==> src/rtl/fifo_thresh.sv <==
// Single-clock FIFO with occupancy count, almost-full/empty thresholds, sticky error flags
// and a selectable registered or first-word-fall-through read port.
module fifo_thresh #(
  parameter int unsigned DATA_WIDTH = 32,
  parameter int unsigned DEPTH      = 8,
  parameter int unsigned PTR_WIDTH  = $clog2(DEPTH),
  parameter int unsigned AF_THRESH  = DEPTH - 2,
  parameter int unsigned AE_THRESH  = 1,
  parameter int unsigned FWFT       = 0
) (
  input  logic                  clk,
  input  logic                  rst,
  input  logic                  write_en,
  input  logic [DATA_WIDTH-1:0] write_data,
  input  logic                  read_en,
  output logic [DATA_WIDTH-1:0] read_data,
  output logic                  full,
  output logic                  empty,
  output logic                  almost_full,
  output logic                  almost_empty,
  output logic [PTR_WIDTH:0]    count,
  input  logic                  clr_err,
  output logic                  overflow,
  output logic                  underflow
);

  localparam logic [PTR_WIDTH:0] DepthCnt = (PTR_WIDTH + 1)'(DEPTH);
  localparam logic [PTR_WIDTH:0] AfCnt    = (PTR_WIDTH + 1)'(AF_THRESH);
  localparam logic [PTR_WIDTH:0] AeCnt    = (PTR_WIDTH + 1)'(AE_THRESH);
  localparam logic [PTR_WIDTH:0] PtrOne   = (PTR_WIDTH + 1)'(1);

  logic [DATA_WIDTH-1:0] mem [DEPTH];

  logic [PTR_WIDTH:0] wr_ptr_q, wr_ptr_d;
  logic [PTR_WIDTH:0] rd_ptr_q, rd_ptr_d;
  logic               overflow_q, overflow_d;
  logic               underflow_q, underflow_d;
  logic               rd_acc, wr_acc;

  // Status comes only from registered pointers; the extra wrap bit disambiguates full/empty.
  assign count        = wr_ptr_q - rd_ptr_q;
  assign full         = (count == DepthCnt);
  assign empty        = (count == '0);
  assign almost_full  = (count >= AfCnt);
  assign almost_empty = (count <= AeCnt);
  assign overflow     = overflow_q;
  assign underflow    = underflow_q;

  // A read on a full FIFO frees a slot, so a same-cycle write is accepted too.
  assign rd_acc = read_en && !empty;
  assign wr_acc = write_en && (!full || read_en);

  always_comb begin
    wr_ptr_d    = wr_ptr_q;
    rd_ptr_d    = rd_ptr_q;
    overflow_d  = overflow_q;
    underflow_d = underflow_q;
    if (wr_acc) wr_ptr_d = wr_ptr_q + PtrOne;
    if (rd_acc) rd_ptr_d = rd_ptr_q + PtrOne;
    if (clr_err) begin
      overflow_d  = 1'b0;
      underflow_d = 1'b0;
    end
    // A new error in the clearing cycle wins.
    if (write_en && !wr_acc) overflow_d = 1'b1;
    if (read_en && !rd_acc) underflow_d = 1'b1;
  end

  always_ff @(posedge clk) begin
    if (rst) begin
      wr_ptr_q    <= '0;
      rd_ptr_q    <= '0;
      overflow_q  <= 1'b0;
      underflow_q <= 1'b0;
    end else begin
      wr_ptr_q    <= wr_ptr_d;
      rd_ptr_q    <= rd_ptr_d;
      overflow_q  <= overflow_d;
      underflow_q <= underflow_d;
    end
  end

  always_ff @(posedge clk) begin
    if (!rst && wr_acc) mem[wr_ptr_q[PTR_WIDTH-1:0]] <= write_data;
  end

  if (FWFT != 0) begin : g_fwft
    assign read_data = mem[rd_ptr_q[PTR_WIDTH-1:0]];
  end else begin : g_reg
    logic [DATA_WIDTH-1:0] read_data_q;
    always_ff @(posedge clk) begin
      if (rst) begin
        read_data_q <= '0;
      end else if (rd_acc) begin
        read_data_q <= mem[rd_ptr_q[PTR_WIDTH-1:0]];
      end
    end
    assign read_data = read_data_q;
  end

endmodule
==> config.mk <==
export PLATFORM = sky130hd
export DESIGN_NAME = fifo_thresh
export DESIGN_NICKNAME = d
export VERILOG_FILES = /design/src/rtl/fifo_thresh.sv
export SDC_FILE = /design/constraint.sdc
export NUM_CORES = 1
export LEC_CHECK = 0
export ABC_AREA = 1
export CELL_PAD_IN_SITES_DETAIL_PLACEMENT = 1
export CELL_PAD_IN_SITES_GLOBAL_PLACEMENT = 1
export CORE_UTILIZATION = 43
export CTS_CLUSTER_DIAMETER = 80
export CTS_CLUSTER_SIZE = 12
export DETAILED_ROUTE_END_ITERATION = 10
export GPL_ROUTABILITY_DRIVEN = 0
export PLACE_DENSITY = 0.78
export RECOVER_POWER = 50
export SETUP_SLACK_MARGIN = 0.15
export SYNTH_ARGS = -nofsm -noshare
export SYNTH_HDL_FRONTEND = slang
export SYNTH_SLANG_ARGS = --single-unit
==> constraint.sdc <==
create_clock -name clk -period 4.1 [get_ports clk]
set_input_delay 0.82 -clock clk [delete_from_list [all_inputs] [get_ports clk]]
set_output_delay 0.82 -clock clk [all_outputs]
set_load 0.02 [all_outputs]
=== Word-level counts from Yosys, hierarchy flattened ===
Memories as Yosys holds them, arrays and structs flattened. A register that Yosys moved wholly into a read port is not among the register bits.
Cells that the tools add are included.

* Memories: 1
* Register bits: 10
* Output and inout port bits: 42
* Bits in writable memories: 256
* Logic and storage cells: 30
* Bits of input ports: 37

{| class="wikitable"
|+ Memory list
! memory !! words !! width !! rd ports !! clocked after Yosys merged registers in !! write ports !! line !! text
|-
| mem || 8 || 32 || 1 || 1 || 1 || 32 || <nowiki>logic [DATA_WIDTH-1:0] mem [DEPTH];</nowiki>
|}

* Mux-type cells: 5
* $lt $le $gt $ge: 2
* Equality and inequality tests: 1
* Reductions and logical operators: 14
* Add/sub/neg operators: 3

{| class="wikitable"
|+ Operators by type and width
! cell !! count
|-
| adder 4 x 1 -> 4 bit, second input constant || 2
|-
| logical AND 1 bit || 5
|-
| zero test 1 bit || 5
|-
| two-way mux 1 bit || 5
|-
| equality test 4 bit, second input constant || 1
|-
| greater-or-equal comparator 4 x 3 -> 1 bit, second input constant || 1
|-
| less-or-equal comparator 4 x 1 -> 1 bit, second input constant || 1
|-
| zero test 4 bit || 1
|-
| nonzero test 2 bit || 2
|-
| subtractor 4 bit || 1
|-
| logical OR 1 bit || 1
|}

=== Depth between registers and ports, before layout ===
* Depth after elaboration: 8
* Depth in mapped cells: 14
* Gate-level depth less buffers: 12

=== Worst setup path after synthesis ===
Ideal clock, no wire load.

* Path type: flip-flop to flip-flop
* From: reg rd_ptr_q[2]
* To: mem mem[0][0], enable pin
* Path slack: 0.164 ns
* Buffers on the path: 3
* Library setup time: 0.421 ns
* Required time: 3.679 ns
* Stages on the path, launching flop included: 15
* Period minus slack after synthesis: 3.936 ns
* Arrival time: 3.515 ns
* Cells stage by stage: dfxtp_1 -> clkbuf_1 -> inv_1 -> buf_2 -> buf_2 -> ha_1 -> a21oi_1 -> nand2_1 -> nand2_1 -> nand2_1 -> nand3_1 -> nand2_1 -> inv_1 -> nand2_1 -> nor2_1

* Word-level cells in the longest chain between the ends: 8

{| class="wikitable"
|+ Ends and longest elaborated chain
! item !! line !! text
|-
| start: declaration || 35 || <nowiki>logic [PTR_WIDTH:0] rd_ptr_q, rd_ptr_d;</nowiki>
|-
| start signal: assignment || 77 || <nowiki>rd_ptr_q <= rd_ptr_d;</nowiki>
|-
| subtractor 4 bit || 41 || <nowiki>assign count = wr_ptr_q - rd_ptr_q;</nowiki>
|-
| named net count[3] || 21 || <nowiki>output logic [PTR_WIDTH:0] count,</nowiki>
|-
| equality test 4 bit || 42 || <nowiki>assign full = (count == DepthCnt);</nowiki>
|-
| zero test 1 bit || 51 || <nowiki>assign wr_acc = write_en && (!full || read_en);</nowiki>
|-
| logical OR 1 bit || 51 ||
|-
| logical AND 1 bit || 51 ||
|-
| logical AND 1 bit || 84 || <nowiki>if (!rst && wr_acc) mem[wr_ptr_q[PTR_WIDTH-1:0]] <= write_data;</nowiki>
|-
| two-way mux 1 bit || 84 ||
|-
| two-way mux 1 bit (not written as such) || 84 ||
|-
| end: declaration || 32 ||
|}

The timed path passes the listed nets, and every way through them passes these cells.

=== Worst setup path after layout ===
* From: reg wr_ptr_q[0]
* To: out empty

* Word-level cells in the longest chain between the ends: 2

{| class="wikitable"
|+ Ends and longest elaborated chain
! item !! line !! text
|-
| start: declaration || 34 || <nowiki>logic [PTR_WIDTH:0] wr_ptr_q, wr_ptr_d;</nowiki>
|-
| start signal: assignment || 76 || <nowiki>wr_ptr_q <= wr_ptr_d;</nowiki>
|-
| subtractor 4 bit || 41 ||
|-
| zero test 4 bit || 43 || <nowiki>assign empty = (count == '0);</nowiki>
|-
| end: declaration || 18 || <nowiki>output logic empty,</nowiki>
|}

No other way between the ends.

==> impl_metrics.csv <==
group,metric,value,unit
placed_design,dp.cells,1442,
placed_design,io_buffers,78,
critical_path,r2r_end,"read_data[8]",
logic_synthesis,ys_async_sr_fraction,0,
clock_network,cts-resized-gates,0,
critical_path,crit_required,3.28,ns
logic_synthesis,synth_area_leader_cell,"edfxtp_1",
clock_network,postCtsHoldBufs,0,
critical_path,reg2reg_slack,0.64,ns
timing,hold_violations,0,
worst_hold_path,min_path_cells,2,
route,wl_per_cell,19.9,um
logic_synthesis,synth_area,0.0119,mm2
placed_design,place_ws,0.822,ns
clock_network,clkSlewWorstSetupHoldPaths,0.07,ns
logic_synthesis,syn-num-nets,1109,
global_routing,antenna_found_initial,0,
critical_path,slowest_delay,0.60,ns
floorplanning,die_x,168,um
critical_path,r2r_start,"wr_ptr_q[0]",
timing,relSlewSlack,-0.0408,
finish,drive_gt1_frac,0.0590,
run,maxCapViolations,1,
logic_synthesis,synthCells,1066,
finish,post-route-util,0.515,
floorplanning,io_pins,79,
critical_path,crit_path_end_kind,"primary output",
timing,fin_crit_sh,0.923,
logic_synthesis,synth_compound_area_frac,0.0851,
timing,maxSlewViolCount,70,
floorplanning,die_area,0.0284,mm2
route,vias,7983,
clock_network,cts_tree,"yes",
critical_path,path_common_cell,"inv_1",
global_routing,grt_overflow,0,
critical_path,cp-start-kind,"register",
worst_hold_path,worstHoldEndpoint,"underflow",
route,ant_nets,0,
global_routing,grt_max_degree,130,
timing,final.setup.tns,0,ns
power_and_ir_drop,ir_worst_vdd,0.000309,V
clock_network,numCtsBuffers,28,
timing,layout_setup_ws,0.318,ns
route,vias_per_cell,5.34,
finish,nFillCells,2808,
floorplanning,core_area,0.0270,mm2
power_and_ir_drop,p_total,7.69,mW
clock_network,htreeDepth,1,
critical_path,crit_fanout,5,
logic_synthesis,synth_fa_ha_area_frac,0.00693,
finish,syn_to_final_growth,16.9,%
finish,diodes,0,
logic_synthesis,synth_cell_type_count,26,
finish,final_cells,1494,
logic_synthesis,synthSimpleGateAreaFrac,0.148,
logic_synthesis,ys_seq_elements,298,
critical_path,critPathKind,"register to primary output",
critical_path,ff2ff_path_depth,9,
global_routing,grt_pass1_vias,8604,
clock_network,post_cts_buffers,0,
clock_network,clk_path_buf_depth,3,
route,drc,0,
worst_hold_path,min_path_type,"register to register",
power_and_ir_drop,leakage,4.93,nW
floorplanning,fp-row-count,60,
placed_design,dp.final_hpwl,17600,um
clock_network,clkSinkCount,298,
timing,finalSetupViolCount,0,
logic_synthesis,synthMuxAreaShare,0,
timing,fin_skew,0.0147,ns
power_and_ir_drop,cellPowerDensity,552,mW/mm2
logic_synthesis,yosysWarningCount,0,
worst_hold_path,min_from,"underflow",
logic_synthesis,synth_top_family_by_area,"simple AND/OR/NAND/NOR gates",
floorplanning,start_util,0.441,
logic_synthesis,synthXorXnorAreaFrac,0.00431,
clock_network,worst_skew_pair.late_latency,0.55,ns
route,drt-pass1-iter-count,5,
finish,multi_input_area,0.00295,mm2
outcome,status,"finished, violations left",
global_routing,grt_use_total,0.215,
timing,finalCriticalPeriod,3.78,ns
critical_path,path_cells,"inv_1 -> ha_1 -> fa_1 -> xnor2_2 -> nor2_1 -> nand3_4 -> inv_1 -> clkdlybuf4s50_1",
outcome,violations,"max-capacitance violations, max-slew violations",
logic_synthesis,seq_area_frac_synth,0.716,
critical_path,crit_slowest_cell,"clkdlybuf4s50_1",
route,drtIter0Drc,546,
logic_synthesis,syn_avg_cell_area,11.2,um2
finish,nets,1174,
clock_network,cts_root_buf,"clkbuf_16",
timing,rsz0062_at_grt,"no",
critical_path,critical_path_arrival,2.96,ns
logic_synthesis,synthFlopType,"edfxtp_1",
logic_synthesis,synth_top_area_share,0.645,
finish,regArea,0.00853,mm2
floorplanning,die_h,168,um
logic_synthesis,synth_edf_count,256,
timing,fmax,0.264,GHz
timing,worstMarginPinSlew,1.56,ns
route,wl,29800,um
global_routing,grt_pass1_wl,47100,um
logic_synthesis,netlist_top_cells_area,"edfxtp_1 (65%), nor2_1 (9.6%), dfxtp_1 (7.1%)",
## critical path, delay by kind of cell, from the launching register on
family / cells / cell delay [ns]
xor gates and xnor gates: 1 / 0.19
adders and majority gates: 2 / 0.64
buffers and inverters: 3 / 0.77
DFF: 1 / 0.41
and+or+nand+nor: 2 / 0.40
## layer usage
metal,global-route usage,share of wire,vias to the layer above
met3,0.0284,0.041,36
met1,0.269,0.43,4003
met2,0.393,0.52,172
li1,-,-,3772
met4,0.0490,0.016,0
met5,0,0,-
## layout make-up
cell class / count / share of cell area
Tap cell: 341 / 0.0306
Inverter: 50 / 0.0135
Clock buffer: 52 / 0.0590
Multi-Input combinational cell: 655 / 0.212
Timing Repair Buffer: 98 / 0.0722
Sequential cell: 298 / 0.613
## how the worst max path moves through the flow
| stage | start | endpoint | slack, ns | cells after the start |
|---|---|---|---|---|
| detailed placement | read_en | mem[4][20] | 0.82 | 8 |
| global placement | read_en | mem[4][23] | 0.95 | 8 |
| global route | wr_ptr_q[0] | empty | 0.18 | 8 |
| finish | wr_ptr_q[0] | empty | 0.32 | 8 |
| CTS | wr_ptr_q[0] | empty | 0.40 | 8 |
| floorplan | rd_ptr_q[2] | mem[0][0] | 0.16 | 14 |
## cell usage after synthesis, types with 2 or more instances
| master | instances |
|---|---|
| nor2_1 | 306 |
| edfxtp_1 | 256 |
| o21ai_0 | 107 |
| nand2_1 | 84 |
| a21oi_1 | 69 |
| inv_1 | 49 |
| dfxtp_1 | 42 |
| nor3_1 | 34 |
| clkbuf_1 | 31 |
| buf_2 | 29 |
| o21ai_1 | 23 |
| nand3_1 | 12 |
| ha_1 | 5 |
| xor2_1 | 4 |
| a21oi_2 | 2 |
| buf_6 | 2 |
| nand2_2 | 2 |
## cell usage in the layout, fill, tap and decap left out, types with 6 or more instances in the layout
cell	synthesis	final
a21oi_1	69	70
buf_12	0	6
buf_4	0	14
clkbuf_1	31	22
clkbuf_16	0	29
clkdlybuf4s50_1	0	12
dfxtp_1	42	40
dlygate4sd3_1	0	66
edfxtp_1	256	256
inv_1	49	48
nand2_1	84	84
nand3_1	12	12
nor2_1	306	299
nor2_4	1	8
nor3_1	34	34
o21ai_0	107	107
o21ai_1	23	23
## metrics by stage
stage          instance area [um2]  hold slack (ns)
5_1_grt                      13900            0.481
3_3_place_gp                 13100            0.451
4_1_cts                      13900            0.465
2_1_floorplan                11900            0.446
6_report                     13900            0.457
3_5_place_dp                 13100            0.454
## kinds of logic after synthesis
| family | Yosys count |
|---|---|
| compound gates | 201 |
| xor+xnor | 5 |
| fa+ha+maj | 6 |
| buf+inv | 113 |
| flops | 298 |
| simple gates | 443 |
## registers in the layout (all words and copies together) (netlist names)
register,cells
mem,256
read_data,32
rd_ptr_q,4
wr_ptr_q,4
overflow,1
underflow,1
## power by group
group	switching [mW]	internal [mW]	leakage, nW
logic	1.17	0.592	1.88
registers	0.0670	3.46	2.66
clock network	1.06	1.33	0.391
(Power assumes the default switching activity.)
